File: src/rtl/piso_serializer_pkg.sv
// Shared types and width helper for the parallel-in/serial-out serializer.
package piso_serializer_pkg;

    typedef enum logic {
        IDLE  = 1'b0,
        SHIFT = 1'b1
    } state_t;

    // Counter width for a 0..n-1 range; never narrower than one bit.
    function automatic int cnt_width(input int n);
        return (n <= 2) ? 1 : $clog2(n);
    endfunction

endpackage

File: src/rtl/piso_serializer_bit_timer.sv
// Bit-period divider: tick on the last cycle of a bit, first on its opening cycle.
// Counter advances only while enabled; synchronous clear wins over enable.
module bit_timer
    import piso_serializer_pkg::*;
#(
    parameter int DIV = 1
) (
    input  logic clk,
    input  logic rst,
    input  logic en,
    input  logic clr,
    output logic tick,
    output logic first
);

    localparam int            CW   = cnt_width(DIV);
    localparam logic [CW-1:0] LAST = CW'(DIV - 1);

    logic [CW-1:0] div_cnt_q;
    logic [CW-1:0] div_cnt_d;

    assign tick  = (div_cnt_q == LAST);
    assign first = (div_cnt_q == '0);

    always_comb begin
        div_cnt_d = div_cnt_q;
        if (clr) begin
            div_cnt_d = '0;
        end else if (en) begin
            div_cnt_d = tick ? '0 : div_cnt_q + CW'(1);
        end
    end

    always_ff @(posedge clk) begin
        if (rst) begin
            div_cnt_q <= '0;
        end else begin
            div_cnt_q <= div_cnt_d;
        end
    end

endmodule

File: src/rtl/piso_serializer.sv
// Word-to-bit serializer, first bit one cycle after accept; in_ready low while a word is in flight.
// PISO_SERIALIZER_PRELOAD_EN adds a one-word holding buffer so consecutive words run gapless.
module piso_serializer
    import piso_serializer_pkg::*;
#(
    parameter int DATA_WIDTH = 8,
    parameter bit MSB_FIRST  = 1'b1,
    parameter int DIV        = 1,
    parameter bit IDLE_LEVEL = 1'b0
) (
    input  logic                  clk,
    input  logic                  rst,
    input  logic                  in_valid,
    input  logic [DATA_WIDTH-1:0] in_data,
    output logic                  in_ready,
    output logic                  ser_out,
    output logic                  ser_valid,
    output logic                  bit_strobe,
    output logic                  busy,
    output logic                  done
);

    localparam int            BW       = cnt_width(DATA_WIDTH);
    localparam logic [BW-1:0] LAST_BIT = BW'(DATA_WIDTH - 1);

    state_t                  state_q, state_d;
    logic [DATA_WIDTH-1:0]   shift_q, shift_d;
    logic [DATA_WIDTH-1:0]   shifted;
    logic [BW-1:0]           bit_cnt_q, bit_cnt_d;
    logic                    ser_out_q, ser_out_d;
    logic                    done_q, done_d;
    logic                    timer_en, timer_clr;
    logic                    tick, first;
    logic                    accept;

`ifdef PISO_SERIALIZER_PRELOAD_EN
    logic [DATA_WIDTH-1:0]   hold_q, hold_d;
    logic                    hold_full_q, hold_full_d;

    assign in_ready = !rst && !hold_full_q;
`else
    assign in_ready = !rst && (state_q == IDLE);
`endif

    assign accept     = in_valid && in_ready;
    assign ser_out    = ser_out_q;
    assign ser_valid  = (state_q == SHIFT);
    assign busy       = (state_q == SHIFT);
    assign bit_strobe = (state_q == SHIFT) && first;
    assign done       = done_q;

    assign shifted = MSB_FIRST ? {shift_q[DATA_WIDTH-2:0], 1'b0}
                               : {1'b0, shift_q[DATA_WIDTH-1:1]};

    bit_timer #(
        .DIV (DIV)
    ) u_bit_timer (
        .clk   (clk),
        .rst   (rst),
        .en    (timer_en),
        .clr   (timer_clr),
        .tick  (tick),
        .first (first)
    );

    always_comb begin
        state_d   = state_q;
        shift_d   = shift_q;
        bit_cnt_d = bit_cnt_q;
        done_d    = 1'b0;
        timer_en  = 1'b0;
        timer_clr = 1'b0;
`ifdef PISO_SERIALIZER_PRELOAD_EN
        hold_d      = hold_q;
        hold_full_d = hold_full_q;
`endif
        case (state_q)
            IDLE: begin
                if (accept) begin
                    shift_d   = in_data;
                    bit_cnt_d = '0;
                    timer_clr = 1'b1;
                    state_d   = SHIFT;
                end
            end
            SHIFT: begin
                timer_en = 1'b1;
`ifdef PISO_SERIALIZER_PRELOAD_EN
                if (accept) begin
                    hold_d      = in_data;
                    hold_full_d = 1'b1;
                end
`endif
                if (tick) begin
                    shift_d = shifted;
                    if (bit_cnt_q == LAST_BIT) begin
                        done_d    = 1'b1;
                        bit_cnt_d = '0;
                        state_d   = IDLE;
`ifdef PISO_SERIALIZER_PRELOAD_EN
                        // Chain straight into the next word; the timer has already wrapped to 0.
                        if (hold_full_q) begin
                            shift_d     = hold_q;
                            state_d     = SHIFT;
                            hold_full_d = accept;
                        end else if (accept) begin
                            shift_d     = in_data;
                            state_d     = SHIFT;
                            hold_full_d = 1'b0;
                        end
`endif
                    end else begin
                        bit_cnt_d = bit_cnt_q + BW'(1);
                    end
                end
            end
            default: state_d = IDLE;
        endcase

        ser_out_d = IDLE_LEVEL;
        if (state_d == SHIFT) begin
            ser_out_d = MSB_FIRST ? shift_d[DATA_WIDTH-1] : shift_d[0];
        end
    end

    always_ff @(posedge clk) begin
        if (rst) begin
            state_q   <= IDLE;
            shift_q   <= '0;
            bit_cnt_q <= '0;
            ser_out_q <= IDLE_LEVEL;
            done_q    <= 1'b0;
        end else begin
            state_q   <= state_d;
            shift_q   <= shift_d;
            bit_cnt_q <= bit_cnt_d;
            ser_out_q <= ser_out_d;
            done_q    <= done_d;
        end
    end

`ifdef PISO_SERIALIZER_PRELOAD_EN
    always_ff @(posedge clk) begin
        if (rst) begin
            hold_q      <= '0;
            hold_full_q <= 1'b0;
        end else begin
            hold_q      <= hold_d;
            hold_full_q <= hold_full_d;
        end
    end
`endif

endmodule

File: config.mk
export PLATFORM = sky130hd
export DESIGN_NAME = piso_serializer
export DESIGN_NICKNAME = d
export VERILOG_FILES = /design/src/rtl/piso_serializer_pkg.sv /design/src/rtl/piso_serializer_bit_timer.sv /design/src/rtl/piso_serializer.sv
export SDC_FILE = /design/constraint.sdc
export NUM_CORES = 1
export LEC_CHECK = 0
export CAP_MARGIN = 20
export CORE_MARGIN = 2
export CORE_UTILIZATION = 49
export DETAILED_ROUTE_END_ITERATION = 16
export PLACE_DENSITY = 0.8
export SLEW_MARGIN = 30
export SYNTH_ARGS = -nofsm -noshare
export SYNTH_HDL_FRONTEND = slang
export SYNTH_SLANG_ARGS = --single-unit
File: constraint.sdc
create_clock -name clk -period 2.2 [get_ports clk]
set_input_delay 0.22 -clock clk [delete_from_list [all_inputs] [get_ports clk]]
set_output_delay 0.22 -clock clk [all_outputs]
set_load 0.01 [all_outputs]
==> flow_summary.ini, run 1 <==
[layout]
fin_cells = 100
antenna_cells = 0
drive_gt1_share_pct = 11.8
finish.utilization_pct = 66.2
nets = 101
syn2layout_area_growth_pct = 28.1

[timing]
slew_headroom_pct = 85.2
fin_crit_sh_pct = 68.8
finalHoldViolations = 0
period_needed_ns = 1.51
fmax_mhz = 661
fin_hold_ws_ns = 0.529
fin_skew_ns = 0.00199
maxSlewViolCount = 0
finalSetupViolCount = 0
tns_ns = 0
tightest_slew_ns = 0.222
rsz0062_at_grt = no

[global_routing]
grt_max_degree = 24
antenna_found_initial = 0
grt.overflow.total = 0
globalRouteTotalUtil_pct = 15.9
grt_pass1_vias = 394
grt_pass1_wl_mm = 1.66

[place]
portBuffers = 16
gp_congestion = 0.678
hpwl_um = 806
dpl.cell_count = 97

[clock_network]
tritoncts = built
cts_made_buffers = 3
hold_buffers = 0
clock_latency_ns = 0.27
clkSinkCount = 14
root_buffer = clkbuf_4
cts.clk_slew.worst_paths_ns = 0.08
h-tree-depth = 1
cts_resized = 0
cts_setup_buffers = 0
cts.path.max_buffers = 2

[detailed_routing]
vias = 500
postRouteAntennaNets = 0
wl_per_cell_um = 10.9
drt-initial-drc-count = 3
drc = 0
viasPerCell = 5.00
routed_wl_mm = 1.09
dr.pass1.iters = 3

[yosys]
syn-cell-area_um2 = 656
synthDistinctLibCells = 20
synthCells = 69
syn-num-nets = 83
yosys_warnings = 0
ys_seq_elements = 14
ys_seq_area_share_pct = 42.7
avgSynthCellArea_um2 = 9.50

[worst_setup_path]
r2r.worst_path.cells = 4
critPathKind = in2out
r2r_end = ser_out
reg2reg_from = bit_cnt_q[0]
cp_max_fo = 2
worstPathRequired_ns = 1.98
arrival_ns = 1.29
rrSetupSlack_ns = 0.97
setup.worst_path.start_class = primary input
endpoint_kind = primary output

[power_and_ir_drop]
p_clk_share_pct = 27.6
power_frac_seq_pct = 54.4
ir_worst_vdd_uv = 345
p_switching_mw = 0.121
combPwrFrac_pct = 17.9
power_density_nw_per_um2 = 600
leakage_nw = 0.351
swShare_pct = 24.1
p_int_mw = 0.382

[die]
die_h_um = 40.6
die-area_um2 = 1650
start_util_pct = 51.7
die_w_um = 40.6
io_pins = 17
core_um2 = 1270
num_rows = 13

[worst_hold_path]
hold_end = shift_q[0]
holdPathStages = 2
min-delay-start = shift_q[0]
hold_path.class = reg2reg

[run_status]
outcome = finished, final reports clean

[flow_run]
max-cap-violations = 0
power groups by stage:
| stage | registers, mW | logic (mW) | clock network (mW) |
|---|---|---|---|
| floorplan | 0.281 | 0.0530 | 0 |
| global placement | 0.280 | 0.0891 | 0 |
| detailed placement | 0.280 | 0.0910 | 0 |
| CTS | 0.274 | 0.0914 | 0.148 |
| global route | 0.276 | 0.0990 | 0.154 |
| finish | 0.274 | 0.0904 | 0.139 |
worst max-delay path by stage:
| stage | start | to | cells past startpoint |
|---|---|---|---|
| 2_1_floorplan | bit_cnt_q[0] | ser_out | 4 |
| 3_3_place_gp | in_valid | shift_q[7] | 5 |
| 3_5_place_dp | in_valid | ser_out | 5 |
| 4_1_cts | rst | in_ready | 3 |
| 5_1_grt | busy | in_ready | 2 |
| 6_report | rst | in_ready | 3 |
critical path: stages:
cell	delay, ns
clkdlybuf4s50_1	0.43
nor2_1	0.10
clkdlybuf4s50_1	0.54
per-layer routing:
metal	part of all wire, %	track usage (%)	wire [um]	vias to the layer above
li1	-	-	-	267
met1	48	20.5	529	222
met2	48	22.6	521	11
met3	3.8	6.67	42	0
met4	0	7.50	0	0
met5	0	0	0	-
registers in the layout, indices dropped and copies added (netlist names):
signal and flops:
bit_cnt_q 3, shift_q 8, busy 1, done 1, ser_out 1
placed cells by master, fill, tap and decap left out:
cell type and count:
ha_1 3, nand2_1 7, clkbuf_4 3, a211oi_2 2, mux2i_1 7, nor2b_1 6
nor3_1 2, nor2_1 5, nor3b_2 1, buf_4 3, and2b_1 1, dfxtp_1 14
nor3b_1 3, clkdlybuf4s50_1 16, a21oi_1 3, or2b_1 1, o21ai_1 6, and3b_1 1
nor2_2 1
cell type report:
type / instances / area [um^2]
clock buffers: 3 / 22.5
fillers: 127 / 429
multi-input cells: 49 / 335
flip-flops and latches: 14 / 280
well taps: 15 / 18.8
repair buffers: 19 / 183
cells in the mapped netlist:
library cell  count  area [um^2]
dfxtp_1          14          280
mux2i_1           7         70.1
nand2_1           7         26.3
nor2b_1           6         37.5
o21ai_1           6         30.0
nor2_1            5         18.8
a21oi_1           3         15.0
ha_1              3         37.5
nor3b_1           3         22.5
a211oi_2          2         25.0
buf_2             2         10.0
buf_4             2         15.0
nor3_1            2         10.0
and2b_1           1         7.51
and3b_1           1         8.76
buf_6             1         11.3
clkbuf_1          1         3.75
nor2_2            1         6.26
nor3b_2           1         12.5
or2b_1            1         7.51
cell families after synthesis:
| group | share of synthesized area [%] |
|---|---|
| compound gates | 10.7 |
| fa+ha+maj | 5.73 |
| buf+inv | 6.11 |
| flops | 42.7 |
| mux | 10.7 |
| simple gates | 24.0 |
metrics by stage:
step                      instance area (um^2)  power (mW)  worst slack, ns
after floorplan                            656       0.334             1.07
after global placement                     817       0.369            0.614
after detailed placement                   817       0.371            0.585
after CTS                                  840       0.514            0.668
after global routing                       840       0.529            0.630
final                                      840       0.504            0.687
No activity file was read; power rests on OpenSTA's default activity.
==> inputs of run 2 (changes only) <==
CORE_ASPECT_RATIO = 0.9   (was default)
CORE_UTILIZATION = 45   (was 49)
PLACE_DENSITY = 0.75   (was 0.8)
clock period = 1.4 ns   (was 2.2 ns; I/O delays follow)
==> run 2 against run 1 <==
Sequential cell count unchanged. Critical path type is now reg2out. Cell count increased by 3.0%. Die area increased by 8.0%. Largest power group unchanged. Hold slack got worse by 0.030 ns. Power increased by 60%. Largest cell class unchanged. Sequential share of layout area decreased by 0.82 points. Worst setup slack got worse by 0.62 ns. Non-clock buffer count increased by 3. Count of clock-buffer cells in the layout unchanged.
==> flow_summary.ini, run 2 (synthesis gave the netlist of run 1 again) <==
[run_status]
outcome = finished, final reports clean

[timing]
fin_hold_ws_ns = 0.499
fin_skew_ns = 0.00469
fin_crit_sh_pct = 95.4
rsz0062_at_grt = no
period_needed_ns = 1.34
finalSetupViolCount = 0
tightest_slew_ns = 0.220
fmax_mhz = 749
maxSlewViolCount = 0
slew_headroom_pct = 85.3
finalHoldViolations = 0

[detailed_routing]
postRouteAntennaNets = 0
routed_wl_mm = 1.17
drc = 0
vias = 510
drt-initial-drc-count = 7
viasPerCell = 4.95
wl_per_cell_um = 11.4
dr.pass1.iters = 3

[die]
die_h_um = 40.2
die_w_um = 44.2
io_pins = 17
start_util_pct = 46.9
num_rows = 13
core_um2 = 1400
die-area_um2 = 1780

[layout]
nFillCells = 132
syn2layout_area_growth_pct = 31.9
finish.utilization_pct = 61.8
regArea_um2 = 282
multi_input_area_um2 = 335
layout_common_cells = 14 x clkdlybuf4s50_1, 13 x dfxtp_1, 7 x nand2_1, 7 x mux2i_1
top_regs = shift_q x8, bit_cnt_q x3
final_common_cell = clkdlybuf4s50_1
drive_gt1_share_pct = 15.9
largest-register = shift_q
fin_cells = 103
largest_reg_flops = 8
nets = 104
antenna_cells = 0

[clock_network]
cts.clk_slew.worst_paths_ns = 0.08
root_buffer = clkbuf_4
cts_setup_buffers = 0
tritoncts = built
cts_made_buffers = 3
clkSinkCount = 14
hold_buffers = 0
clock_latency_ns = 0.28
h-tree-depth = 1
cts.path.max_buffers = 2

[worst_setup_path]
arrival_ns = 1.20
crit_chain = clkdlybuf4s50_1
worstPathRequired_ns = 1.26
slowest_delay_ns = 0.54
critPathKind = reg2out
cp_max_fo = 6
endpoint_kind = primary output
setup.worst_path.start_class = flop
crit_buf_inv = 1
critPathTopFamily = buffers and inverters
cpMaxStageDelayCell = clkdlybuf4s50_1

[power_and_ir_drop]
power_density_nw_per_um2 = 932
ir_worst_vdd_uv = 578
leakage_nw = 0.381
total_power_mw = 0.806

[global_routing]
grt.overflow.total = 0
antenna_found_initial = 0
grt_pass1_vias = 456
globalRouteTotalUtil_pct = 15.9
grt_pass1_wl_mm = 1.90
grt_max_degree = 14

[place]
portBuffers = 16
hpwl_um = 901
dpl.cell_count = 100
gp_congestion = 0.682

[flow_run]
max-cap-violations = 0

[worst_hold_path]
hold_path.class = in2reg
==> run 2: cell types whose count changed in the layout (fill, tap and decap cells not counted), sizes merged <==
cell	delta
clkdlybuf4s50	-2
dlygate4sd2	+1
dlymetal6s2s	+1
buf	+3
==> run 2: layer usage <==
metal / share of wire, % / wire (um) / track usage (%) / vias up
li1: - / - / - / 270
met1: 43 / 504 / 17.0 / 226
met2: 52 / 604 / 27.9 / 14
met3: 5.4 / 63 / 6.76 / 0
met4: 0 / 0 / 6.82 / 0
met5: 0 / 0 / 0 / -
==> run 2: timing repair <==
action                     CTS  global route
setup endpoints to repair    4             1
resized for setup            2             1
hold endpoints to repair     0             0
==> run 2: power breakdown <==
group	switching (mW)	total (mW)	internal, mW
clock network	0.127	0.227	0.0999
registers	0.0124	0.432	0.420
logic	0.0601	0.146	0.0864
==> run 2: cell type report <==
| type | count | area share [%] |
|---|---|---|
| well taps | 15 | 2.17 |
| clock buffers | 3 | 2.60 |
| flip-flops and latches | 14 | 32.6 |
| multi-input cells | 49 | 38.8 |
| repair buffers | 22 | 23.9 |
==> run 2: final timing paths <==
| path | cells past startpoint | endpoint | slack [ns] | startpoint |
|---|---|---|---|---|
| hold reg to reg | 2 | shift_q[0] | 0.54 | shift_q[0] |
| setup reg to reg | 4 | ser_out | 0.18 | bit_cnt_q[0] |
| hold / removal | 3 | shift_q[0] | 0.50 | in_data[0] |
| setup / recovery | 1 | bit_strobe | 0.06 | busy |
==> run 2: through the flow <==
stage | TNS [ns] | setup WS, ns | area, um^2
after detailed placement | -0.0373 | -0.0373 | 840
after global placement | -0.0516 | -0.0516 | 840
after floorplan | 0 | 0.275 | 656
after global routing | 0 | 0.0104 | 865
after CTS | 0 | 0.0420 | 862
final | 0 | 0.0642 | 865
==> inputs of run 3 (changes only) <==
clock period = 1.48 ns   (was 1.4 ns; I/O delays follow)
==> run 3 against run 2 <==
Sequential power shrank 5.6%. Die area is the same. Sequential cell count is the same. Critical path depth is the same. Highest routed layer is now met4. Cell count is the same. Via count shrank 2.4%. Hold slack lost 0.015 ns. First-iteration DRC count is the same. Clock skew shrank 0.0025 ns. Critical endpoint is now busy.
==> flow_summary.ini, run 3 (synthesis gave the netlist of run 1 again) <==
[worst_setup_path]
crit_chain = clkdlybuf4s50_1
arrival_ns = 1.21
slowest_delay_ns = 0.55
rrSetupSlack_ns = 0.27
endpoint_kind = primary output
setup.worst_path.start_class = flop
cpMaxStageDelayCell = clkdlybuf4s50_1
worstPathRequired_ns = 1.33
critPathTopFamily = buffers and inverters
cp_max_fo = 6
critPathKind = reg2out
crit_buf_inv = 1

[die]
start_util_pct = 46.9
die_w_um = 44.2
die_h_um = 40.2
die-area_um2 = 1780
io_pins = 17
num_rows = 13
core_um2 = 1400

[clock_network]
clkSinkCount = 14
clock_latency_ns = 0.29
cts.clk_slew.worst_paths_ns = 0.09
hold_buffers = 0
tritoncts = built
cts_made_buffers = 3
root_buffer = clkbuf_4
cts.path.max_buffers = 2
h-tree-depth = 1

[layout]
largest_reg_flops = 8
drive_gt1_share_pct = 15.9
nets = 103
fin_cells = 103
antenna_cells = 0
syn2layout_area_growth_pct = 32.4
stdcell_area_um2 = 868
layout_common_cells = 15 x clkdlybuf4s50_1, 13 x dfxtp_1, 7 x nand2_1, 7 x mux2i_1
nFillCells = 120
final_common_cell = clkdlybuf4s50_1
top_regs = shift_q x8, bit_cnt_q x3
largest-register = shift_q

[power_and_ir_drop]
ir_worst_vdd_uv = 484
leakage_nw = 0.371
total_power_mw = 0.825
power_density_nw_per_um2 = 950

[global_routing]
grt_pass1_wl_mm = 1.57
grt_pass1_vias = 406
antenna_found_initial = 0
grt_max_degree = 14
globalRouteTotalUtil_pct = 13.4
grt.overflow.total = 0

[timing]
slew_headroom_pct = 85.4
period_needed_ns = 1.36
fin_hold_ws_ns = 0.485
fin_crit_sh_pct = 91.6
rsz0062_at_grt = no
finalSetupViolCount = 0
finalHoldViolations = 0
fin_skew_ns = 0.00223
fmax_mhz = 737
tightest_slew_ns = 0.219
maxSlewViolCount = 0
setup_ws_ns = 0.124

[flow_run]
max-cap-violations = 0

[place]
dp_slack_ns = -0.00175
gp_congestion = 0.697
hpwl_um = 778
dpl.cell_count = 99
placed_cell_area_um2 = 832
portBuffers = 16

[detailed_routing]
viasPerCell = 4.83
drc = 0
postRouteAntennaNets = 0
drt-initial-drc-count = 7
vias = 498
wl_per_cell_um = 10.1
routed_wl_mm = 1.04
dr.pass1.iters = 4

[worst_hold_path]
hold_path.class = in2reg

[run_status]
outcome = finished, final reports clean
[run 3: cell count changes in the layout (fill, tap and decap cells not counted), sizes merged]
| cell | change |
|---|---|
| dlymetal6s2s | -1 |
| clkbuf | +1 |
| clkdlybuf4s50 | +1 |
| buf | -1 |
[run 3: stage by stage]
stage / setup TNS (ns) / util (%)
finish: 0 / 62.1
global route: 0 / 62.1
CTS: 0 / 62.0
detailed placement: -0.00175 / 59.5
global placement: 0 / 59.5
floorplan: 0 / -
[run 3: what timing repair did]
item                                    CTS  global route
cloned                                    0             0
buffers inserted                          0             0
resized for setup                         1             1
endpoints found under the setup margin    1             2
[run 3: cell type report]
type                       instances  area (um^2)  area share, %
tap                               15         18.8           2.16
sequential                        14          282           32.4
timing repair buffer              21          196           22.6
multi-input combinational         49          335           38.6
clock buffer                       4         36.3           4.18
[run 3: final timing paths]
check / end / start / depth (start not counted)
max: busy / busy / 1
min: shift_q[0] / in_data[0] / 3
max reg2reg: ser_out / bit_cnt_q[0] / 4
min reg2reg: shift_q[0] / shift_q[0] / 2
[run 3: where the power goes]
group          switching [mW]  leakage (nW)  internal, mW
Clock                   0.131        0.0210         0.150
Sequential             0.0112         0.115         0.397
Combinational          0.0553         0.235        0.0805
[run 3: per-layer routing]
layer / vias up / track usage, % / wire (um)
met4: 0 / 9.09 / 17
met1: 211 / 14.4 / 510
met5: - / 0 / 0
met2: 12 / 21.0 / 459
met3: 4 / 6.76 / 51
li1: 271 / - / -
